### config.mk
export PLATFORM = sky130hd
export DESIGN_NAME = capa_test_sequencer
export DESIGN_NICKNAME = d
export VERILOG_FILES = /design/src/rtl/capa_test_pkg.sv /design/src/rtl/capa_edge_timer.sv /design/src/rtl/capa_test_sequencer.sv
export SDC_FILE = /design/constraint.sdc
export NUM_CORES = 1
export LEC_CHECK = 0
export CORE_MARGIN = 3
export CORE_UTILIZATION = 50
export CTS_CLUSTER_SIZE = 14
export DETAILED_ROUTE_END_ITERATION = 12
export PLACE_DENSITY_LB_ADDON = 0.08
export SETUP_SLACK_MARGIN = 0.2
export SLEW_MARGIN = 20
export SYNTH_ARGS = -nofsm -noshare
export SYNTH_HDL_FRONTEND = slang
export SYNTH_HIERARCHICAL = 1
export SYNTH_SLANG_ARGS = --single-unit
### constraint.sdc
create_clock -name clk -period 5.56 [get_ports clk]
set_clock_uncertainty 0.05 [all_clocks]
set_input_delay 1.112 -clock clk [delete_from_list [all_inputs] [get_ports clk]]
set_output_delay 1.112 -clock clk [all_outputs]
set_load 0.01 [all_outputs]
### src/rtl/capa_test_pkg.sv
// Shared types and default constants for the capacitance test sequencer.
package capa_test_pkg;

  // Search controller states; IDLE is encoded as zero so a reset debug view reads 0.
  typedef enum logic [2:0] {
    ST_IDLE    = 3'd0,
    ST_SETTLE  = 3'd1,
    ST_LAUNCH  = 3'd2,
    ST_MEASURE = 3'd3,
    ST_DECIDE  = 3'd4,
    ST_DONE    = 3'd5
  } state_t;

  localparam int DEF_CODE_W        = 8;
  localparam int DEF_CNT_W         = 16;
  localparam int DEF_TIMEOUT       = 4095;
  localparam int DEF_SETTLE_CYCLES = 16;

  // Larger of two integers, used to size the shared cycle counter.
  function automatic int max_int(input int a, input int b);
    return (a > b) ? a : b;
  endfunction

endpackage

### src/rtl/capa_edge_timer.sv
// Rising-edge detector plus saturating propagation-time counter.
// The count advances once per run cycle until the first rising edge of sig,
// then freezes; hit flags the cycle in which that edge is seen.
module capa_edge_timer
  import capa_test_pkg::*;
#(
  parameter int CNT_W = DEF_CNT_W
) (
  input  logic             clk,
  input  logic             rst,
  input  logic             clear,
  input  logic             run,
  input  logic             sig,
  output logic             hit,
  output logic             captured,
  output logic [CNT_W-1:0] count
);

  logic sig_q;

  // First rising edge of this measurement window, judged against last cycle's value.
  assign hit = run & ~captured & sig & ~sig_q;

  // Previous-cycle copy of the arrival signal for edge detection.
  always_ff @(posedge clk or posedge rst) begin
    if (rst) sig_q <= 1'b0;
    else     sig_q <= sig;
  end

  // Counter: cleared at launch, counts until the edge, saturates at all-ones.
  always_ff @(posedge clk or posedge rst) begin
    if (rst) begin
      count    <= '0;
      captured <= 1'b0;
    end else if (clear) begin
      count    <= '0;
      captured <= 1'b0;
    end else if (run && !captured) begin
      if (hit)                           captured <= 1'b1;
      else if (count != {CNT_W{1'b1}})   count    <= count + CNT_W'(1);
    end
  end

endmodule

### src/rtl/capa_test_sequencer.sv
// Successive-approximation search for the test-capacitance code whose
// propagation time just beats the circuit under test.
// Handshake: start is a one-cycle request honoured only while busy is low;
// fin_test is a one-cycle completion strobe, after which capa_result and
// timeout_err stay valid until the next accepted start.
module capa_test_sequencer
  import capa_test_pkg::*;
#(
  parameter int CODE_W        = DEF_CODE_W,
  parameter int CNT_W         = DEF_CNT_W,
  parameter int TIMEOUT       = DEF_TIMEOUT,
  parameter int SETTLE_CYCLES = DEF_SETTLE_CYCLES
) (
  input  logic              clk,
  input  logic              rst,
  input  logic              start,
  input  logic              circuit_edge,
  input  logic              test_edge,
  output logic              stim,
  output logic [CODE_W-1:0] capa_test_code,
  output logic [CNT_W-1:0]  circuit_propagation_time,
  output logic [CNT_W-1:0]  test_propagation_time,
  output logic [CODE_W-1:0] capa_result,
  output logic              busy,
  output logic              fin_test,
  output logic              timeout_err,
  output state_t            dbg_state
);

  localparam int CW = $clog2(max_int(TIMEOUT, SETTLE_CYCLES) + 1);
  localparam int BW = $clog2(CODE_W + 1);

  state_t            state, state_next;
  logic [CW-1:0]     cyc_cnt;
  logic [BW-1:0]     bit_idx;
  logic [CNT_W-1:0]  c_count, t_count;
  logic              c_hit, t_hit, c_cap, t_cap;
  logic              both_done, last_settle, last_meas;
  logic [CODE_W-1:0] trial_bit;

  assign both_done   = (c_cap | c_hit) & (t_cap | t_hit);
  assign last_settle = (cyc_cnt == CW'(SETTLE_CYCLES - 1));
  assign last_meas   = (cyc_cnt == CW'(TIMEOUT - 1));
  assign trial_bit   = CODE_W'(1) << bit_idx;
  assign busy        = (state != ST_IDLE);
  assign fin_test    = (state == ST_DONE);
  assign dbg_state   = state;

  capa_edge_timer #(.CNT_W(CNT_W)) u_circuit_timer (
    .clk      (clk),
    .rst      (rst),
    .clear    (state == ST_LAUNCH),
    .run      (state == ST_MEASURE),
    .sig      (circuit_edge),
    .hit      (c_hit),
    .captured (c_cap),
    .count    (c_count)
  );

  capa_edge_timer #(.CNT_W(CNT_W)) u_test_timer (
    .clk      (clk),
    .rst      (rst),
    .clear    (state == ST_LAUNCH),
    .run      (state == ST_MEASURE),
    .sig      (test_edge),
    .hit      (t_hit),
    .captured (t_cap),
    .count    (t_count)
  );

  // State register.
  always_ff @(posedge clk or posedge rst) begin
    if (rst) state <= ST_IDLE;
    else     state <= state_next;
  end

  // Next-state logic; an edge in the final measure cycle still counts toward DECIDE.
  always_comb begin
    state_next = state;
    case (state)
      ST_IDLE:    if (start) state_next = ST_SETTLE;
      ST_SETTLE:  if (last_settle) state_next = ST_LAUNCH;
      ST_LAUNCH:  state_next = ST_MEASURE;
      ST_MEASURE: begin
        if (both_done)      state_next = ST_DECIDE;
        else if (last_meas) state_next = ST_DONE;
      end
      ST_DECIDE:  state_next = (bit_idx == '0) ? ST_DONE : ST_SETTLE;
      ST_DONE:    state_next = ST_IDLE;
      default:    state_next = ST_IDLE;
    endcase
  end

  // Cycle counter for settle and measure windows, restarted on every state change.
  always_ff @(posedge clk or posedge rst) begin
    if (rst)                                          cyc_cnt <= '0;
    else if (state_next != state)                     cyc_cnt <= '0;
    else if (state == ST_SETTLE || state == ST_MEASURE) cyc_cnt <= cyc_cnt + CW'(1);
  end

  // Search datapath: trial code, stimulus, result bits and captured times.
  always_ff @(posedge clk or posedge rst) begin
    if (rst) begin
      stim                     <= 1'b0;
      capa_test_code           <= '0;
      capa_result              <= '0;
      timeout_err              <= 1'b0;
      circuit_propagation_time <= '0;
      test_propagation_time    <= '0;
      bit_idx                  <= '0;
    end else begin
      case (state)
        ST_IDLE: if (start) begin
          capa_result <= '0;
          timeout_err <= 1'b0;
          bit_idx     <= BW'(CODE_W - 1);
        end
        ST_LAUNCH: begin
          capa_test_code <= capa_result | trial_bit;
          stim           <= 1'b1;
        end
        ST_MEASURE: if (!both_done && last_meas) begin
          timeout_err <= 1'b1;
          capa_result <= '0;
          stim        <= 1'b0;
        end
        ST_DECIDE: begin
          if (t_count < c_count) capa_result <= capa_test_code;
          circuit_propagation_time <= c_count;
          test_propagation_time    <= t_count;
          stim                     <= 1'b0;
          if (bit_idx != '0) bit_idx <= bit_idx - BW'(1);
        end
        default: ;
      endcase
    end
  end

endmodule

==> flow_summary_export.csv <==
group,metric,value,unit
clock_tree,cts-root-buf,"sky130_fd_sc_hd__clkbuf_8",
global_routing,grt_first_pass_wirelength,22.4,mm
drt,route.detailed.wl_per_inst,16.4,um
placement,gp_routability_congestion,0.852,
placement,portBuffers,59,
drt,drt-pass1-iter-count,4,
yosys,adder_cell_share_of_the_synthesized_area,5.37,%
job,cap_violations,0,
yosys,synth_fp_nets,637,
yosys,post_synthesis_xor_xnor_area_fraction,1.72,%
floorplanning,die_area,12500,um2
sta,final_layout_setup_total_negative_slack,0,ns
clock_tree,total_number_of_clock_tree_sinks,105,
clock_tree,cts_buffer_depth,2,
floorplanning,fp.coreArea,10600,um2
worst_hold_path,hold_depth,2,
critical_path,worst_setup_path_start_kind,"flop",
finish,number_of_antenna_diodes,0,
yosys,synth.mux.area_fraction,2.26,%
yosys,synth_top_cell_area_share,47.0,%
critical_path,rr_worst_depth,6,
drt,drt_first_iter_violations,249,
critical_path,critPathSlowestCell,"sky130_fd_sc_hd__or4_1",
yosys,ys_ff_latch,105,
global_routing,antenna_found_initial,0,
clock_tree,cts_resized,0,
drt,antenna_violating_nets_post_route,0,
placement,dp_hpwl,9.20,mm
placement,place_worst_setup_slack,2.06,ns
critical_path,timing.reg2reg.setup_slack,2.19,ns
drt,drc,0,
power,leakage,2.71,nW
critical_path,worst-path-max-fanout,11,
outcome,run_status,"completed",
sta,remaining_max_slew_budget_at_the_tightest_pin,32.8,%
sta,final_critical_path_setup_slack,2.19,ns
yosys,synth_enable_flop_cells,0,
clock_tree,clk_pin_slew_worst_paths,0.10,ns
sta,final-setup-viol-count,0,
sta,achievable-frequency,297,MHz
global_routing,number_of_global_route_vias_before_repair,4650,
finish,finalCoreUtilization,60.6,%
critical_path,critical_path_endpoint_category,"flop",
critical_path,critical_path_buf_inv_count,1,
yosys,ys_dominant_reg_cell,"sky130_fd_sc_hd__dfrtp_1",
drt,post_drt_via_cell_ratio,5.80,
worst_hold_path,hold-path-endpoint,"test_propagation_time[11]",
yosys,synth-compound-area-share,14.8,%
yosys,postSynth.asyncResetShare,100,%
global_routing,grt_start_max_net_pins,55,
power,max-vdd-ir-drop,0.245,mV
yosys,synth.top_cells.by_area,"sky130_fd_sc_hd__dfrtp_1 47%, sky130_fd_sc_hd__nand2_1 6.4%, sky130_fd_sc_hd__ha_1 5.4%, sky130_fd_sc_hd__a21oi_1 3.4%, sky130_fd_sc_hd__nor2_1 3.2%",
yosys,synthesized_area_fraction_occupied_by_and_or_nand_nor_cells,24.1,%
sta,finalHoldWorstSlack,0.432,ns
worst_hold_path,hold_path.startpoint,"test_propagation_time[11]",
global_routing,globalRouteOverflowTotal,0,
floorplanning,chipWidth,112,um
floorplanning,ios,60,
critical_path,reg2reg_to,"u_circuit_timer/count[15]",
global_routing,grt_usage,21.7,%
critical_path,rr_startpoint,"dbg_state[1]",
sta,finalHoldViolCount,0,
yosys,yosysSeqAreaShare,47.0,%
yosys,main_combinational_cell_family_by_area_after_synthesis,"simple AND/OR/NAND/NOR gates",
critical_path,critical-path-top-delay-family,"simple AND/OR/NAND/NOR gates",
yosys,synthCells,608,
floorplanning,initial_cell_density_of_the_core,52.7,%
finish,drive_gt1_share,6.94,%
clock_tree,cts_hold_buf,0,
sta,min_period_over_period,60.6,%
critical_path,critPathMaxStageDelay,0.71,ns
drt,finalWirelength,13.1,mm
sta,final.min_clock_period,3.37,ns
critical_path,timing.setup.critical_path_class,"flop to flop",
floorplanning,fp-row-count,37,
clock_tree,tritoncts_clock_tree,"built",
critical_path,timing.critical_path.arrival,3.57,ns
power,powerDensity,327,nW/um2
yosys,synth_area_leader_cell,"sky130_fd_sc_hd__dfrtp_1",
clock_tree,clock_insertion_delay_worst_skew,0.36,ns
sta,timing.final.max_slew_violations,0,
clock_tree,cts-htree-levels,3,
critical_path,crit_required,5.77,ns
clock_tree,tritoncts.num_buffers,9,
yosys,yosys.cell_types.count,56,
clock_tree,cts_setup_buffers,0,
yosys,synthesis.area,5590,um2
worst_hold_path,min-delay-path-class,"flop to flop",
sta,timing_worst_slew_pin_value,1.01,ns
floorplanning,die-height,112,um
drt,num_vias,4633,
yosys,synth_warnings,6,
sta,grt_setup_unrepaired,"false",
finish,finish.net_count,688,
yosys,synth.avg_cell_area,9.19,um2
finish,area_growth_from_synthesis_to_layout,15.0,%
critical_path,path_cells,"inv_1, nor3b_1, nand2b_1, or4_1, nor4b_1, mux2_2",
## routing by layer
layer  vias up  wire (um)  GRT usage, %
met5         -          0             0
met4         0        111          6.81
met3         8        479          2.88
met2       102       6560          37.8
met1      2254       5920          28.2
li1       2269          -             -
## registers in the layout, indices dropped and copies added (netlist names), 3 cells and up
register / flops
u_test_timer/count: 16
dbg_state: 3
capa_result: 8
capa_test_code: 8
circuit_propagation_time: 16
u_circuit_timer/count: 16
cyc_cnt: 12
bit_idx: 4
test_propagation_time: 16
## cell type report
cell class                 count  area [um2]
multi-input combinational    446        2710
sequential                   105        2630
clock buffer                  13         159
fill                         977        4170
tap                          136         170
inverter                      33         124
timing repair buffer          64         628
clock inverter                 2        13.8
## cells in the final DEF, fill, tap and decap left out, drive strengths merged, types with 3 or more instances in the layout
master	Yosys	layout
a21oi	38	38
a22oi	3	3
a31o	3	3
a31oi	7	7
and3	4	4
and4	3	3
buf	9	5
clkbuf	15	13
clkdlybuf4s50	0	59
clkinv	1	3
dfrtp	105	105
ha	24	24
inv	32	32
mux2	10	10
nand2	96	96
nand2b	6	6
nand3	26	26
nand4	19	19
nor2	48	48
nor2b	16	16
nor3	11	11
nor3b	5	5
nor4	11	11
o2111ai	8	8
o211ai	9	9
o21a	4	4
o21ai	33	33
o31ai	11	11
or3	5	5
or4	14	14
xnor2	6	6
xor2	5	5
## tightest hold or removal path: stages, from the launching register on
cell and delay (ns):
sky130_fd_sc_hd__dfrtp_1 0.35, sky130_fd_sc_hd__nand2_1 0.05, sky130_fd_sc_hd__nand2_1 0.05
## synthesized netlist by cell type, types with 2 or more instances
cell,number
sky130_fd_sc_hd__or3_1,5
sky130_fd_sc_hd__nor2b_1,16
sky130_fd_sc_hd__o31ai_1,10
sky130_fd_sc_hd__o2111ai_1,8
sky130_fd_sc_hd__nand3_1,23
sky130_fd_sc_hd__o41ai_1,2
sky130_fd_sc_hd__nor3b_1,5
sky130_fd_sc_hd__mux2_2,10
sky130_fd_sc_hd__o211ai_1,9
sky130_fd_sc_hd__a31oi_1,7
sky130_fd_sc_hd__a31o_2,3
sky130_fd_sc_hd__nand4_1,19
sky130_fd_sc_hd__a211oi_1,2
sky130_fd_sc_hd__and4_1,3
sky130_fd_sc_hd__and3_1,3
sky130_fd_sc_hd__o21ai_0,33
sky130_fd_sc_hd__nor4b_1,2
sky130_fd_sc_hd__nand2_1,96
sky130_fd_sc_hd__nor2_1,48
sky130_fd_sc_hd__nor4_1,10
sky130_fd_sc_hd__o311ai_0,2
sky130_fd_sc_hd__or4_1,14
sky130_fd_sc_hd__ha_1,24
sky130_fd_sc_hd__o21a_1,4
sky130_fd_sc_hd__nand3_2,3
sky130_fd_sc_hd__nor3_1,10
sky130_fd_sc_hd__xor2_1,5
sky130_fd_sc_hd__inv_1,32
sky130_fd_sc_hd__clkbuf_1,11
sky130_fd_sc_hd__or2_2,2
sky130_fd_sc_hd__xnor2_1,6
sky130_fd_sc_hd__nand2b_1,6
sky130_fd_sc_hd__a21oi_1,38
sky130_fd_sc_hd__dfrtp_1,105
sky130_fd_sc_hd__clkbuf_8,3
sky130_fd_sc_hd__buf_2,7
sky130_fd_sc_hd__a22oi_1,3
## power breakdown
group	switching (mW)	total (mW)	internal, mW
clock	0.251	0.437	0.186
combinational	0.402	0.664	0.262
sequential	0.140	1.00	0.862
total	0.792	2.10	1.31
## kinds of logic after synthesis
family	after synthesis
AND/OR/NAND/NOR	270
AO/OA/AOI/OAI	130
flip-flops	105
buffers and inverters	57
adder cells (fa/ha/maj)	24
XOR/XNOR	11
multiplexers	11
## how the worst max path moves through the flow
stage	slack (ns)	to	startpoint	cells after the start
after floorplan	2.66	bit_idx[0]	rst	1
after global placement	2.16	cyc_cnt[1]	circuit_edge	8
after detailed placement	2.06	cyc_cnt[8]	circuit_edge	8
after CTS	2.15	cyc_cnt[8]	dbg_state[1]	9
after global routing	1.82	cyc_cnt[0]	dbg_state[1]	9
final	2.19	u_circuit_timer/count[15]	dbg_state[1]	6
## through the flow
| stage | area [um2] | instances | total power [mW] |
|---|---|---|---|
| 2_1_floorplan | 5590 | 608 | 1.44 |
| 3_3_place_gp | 6260 | 784 | 1.65 |
| 3_5_place_dp | 6260 | 784 | 1.67 |
| 4_1_cts | 6430 | 799 | 2.11 |
| 5_1_grt | 6430 | 799 | 2.24 |
| 6_report | 6430 | 799 | 2.10 |
(Power assumes the default switching activity.)
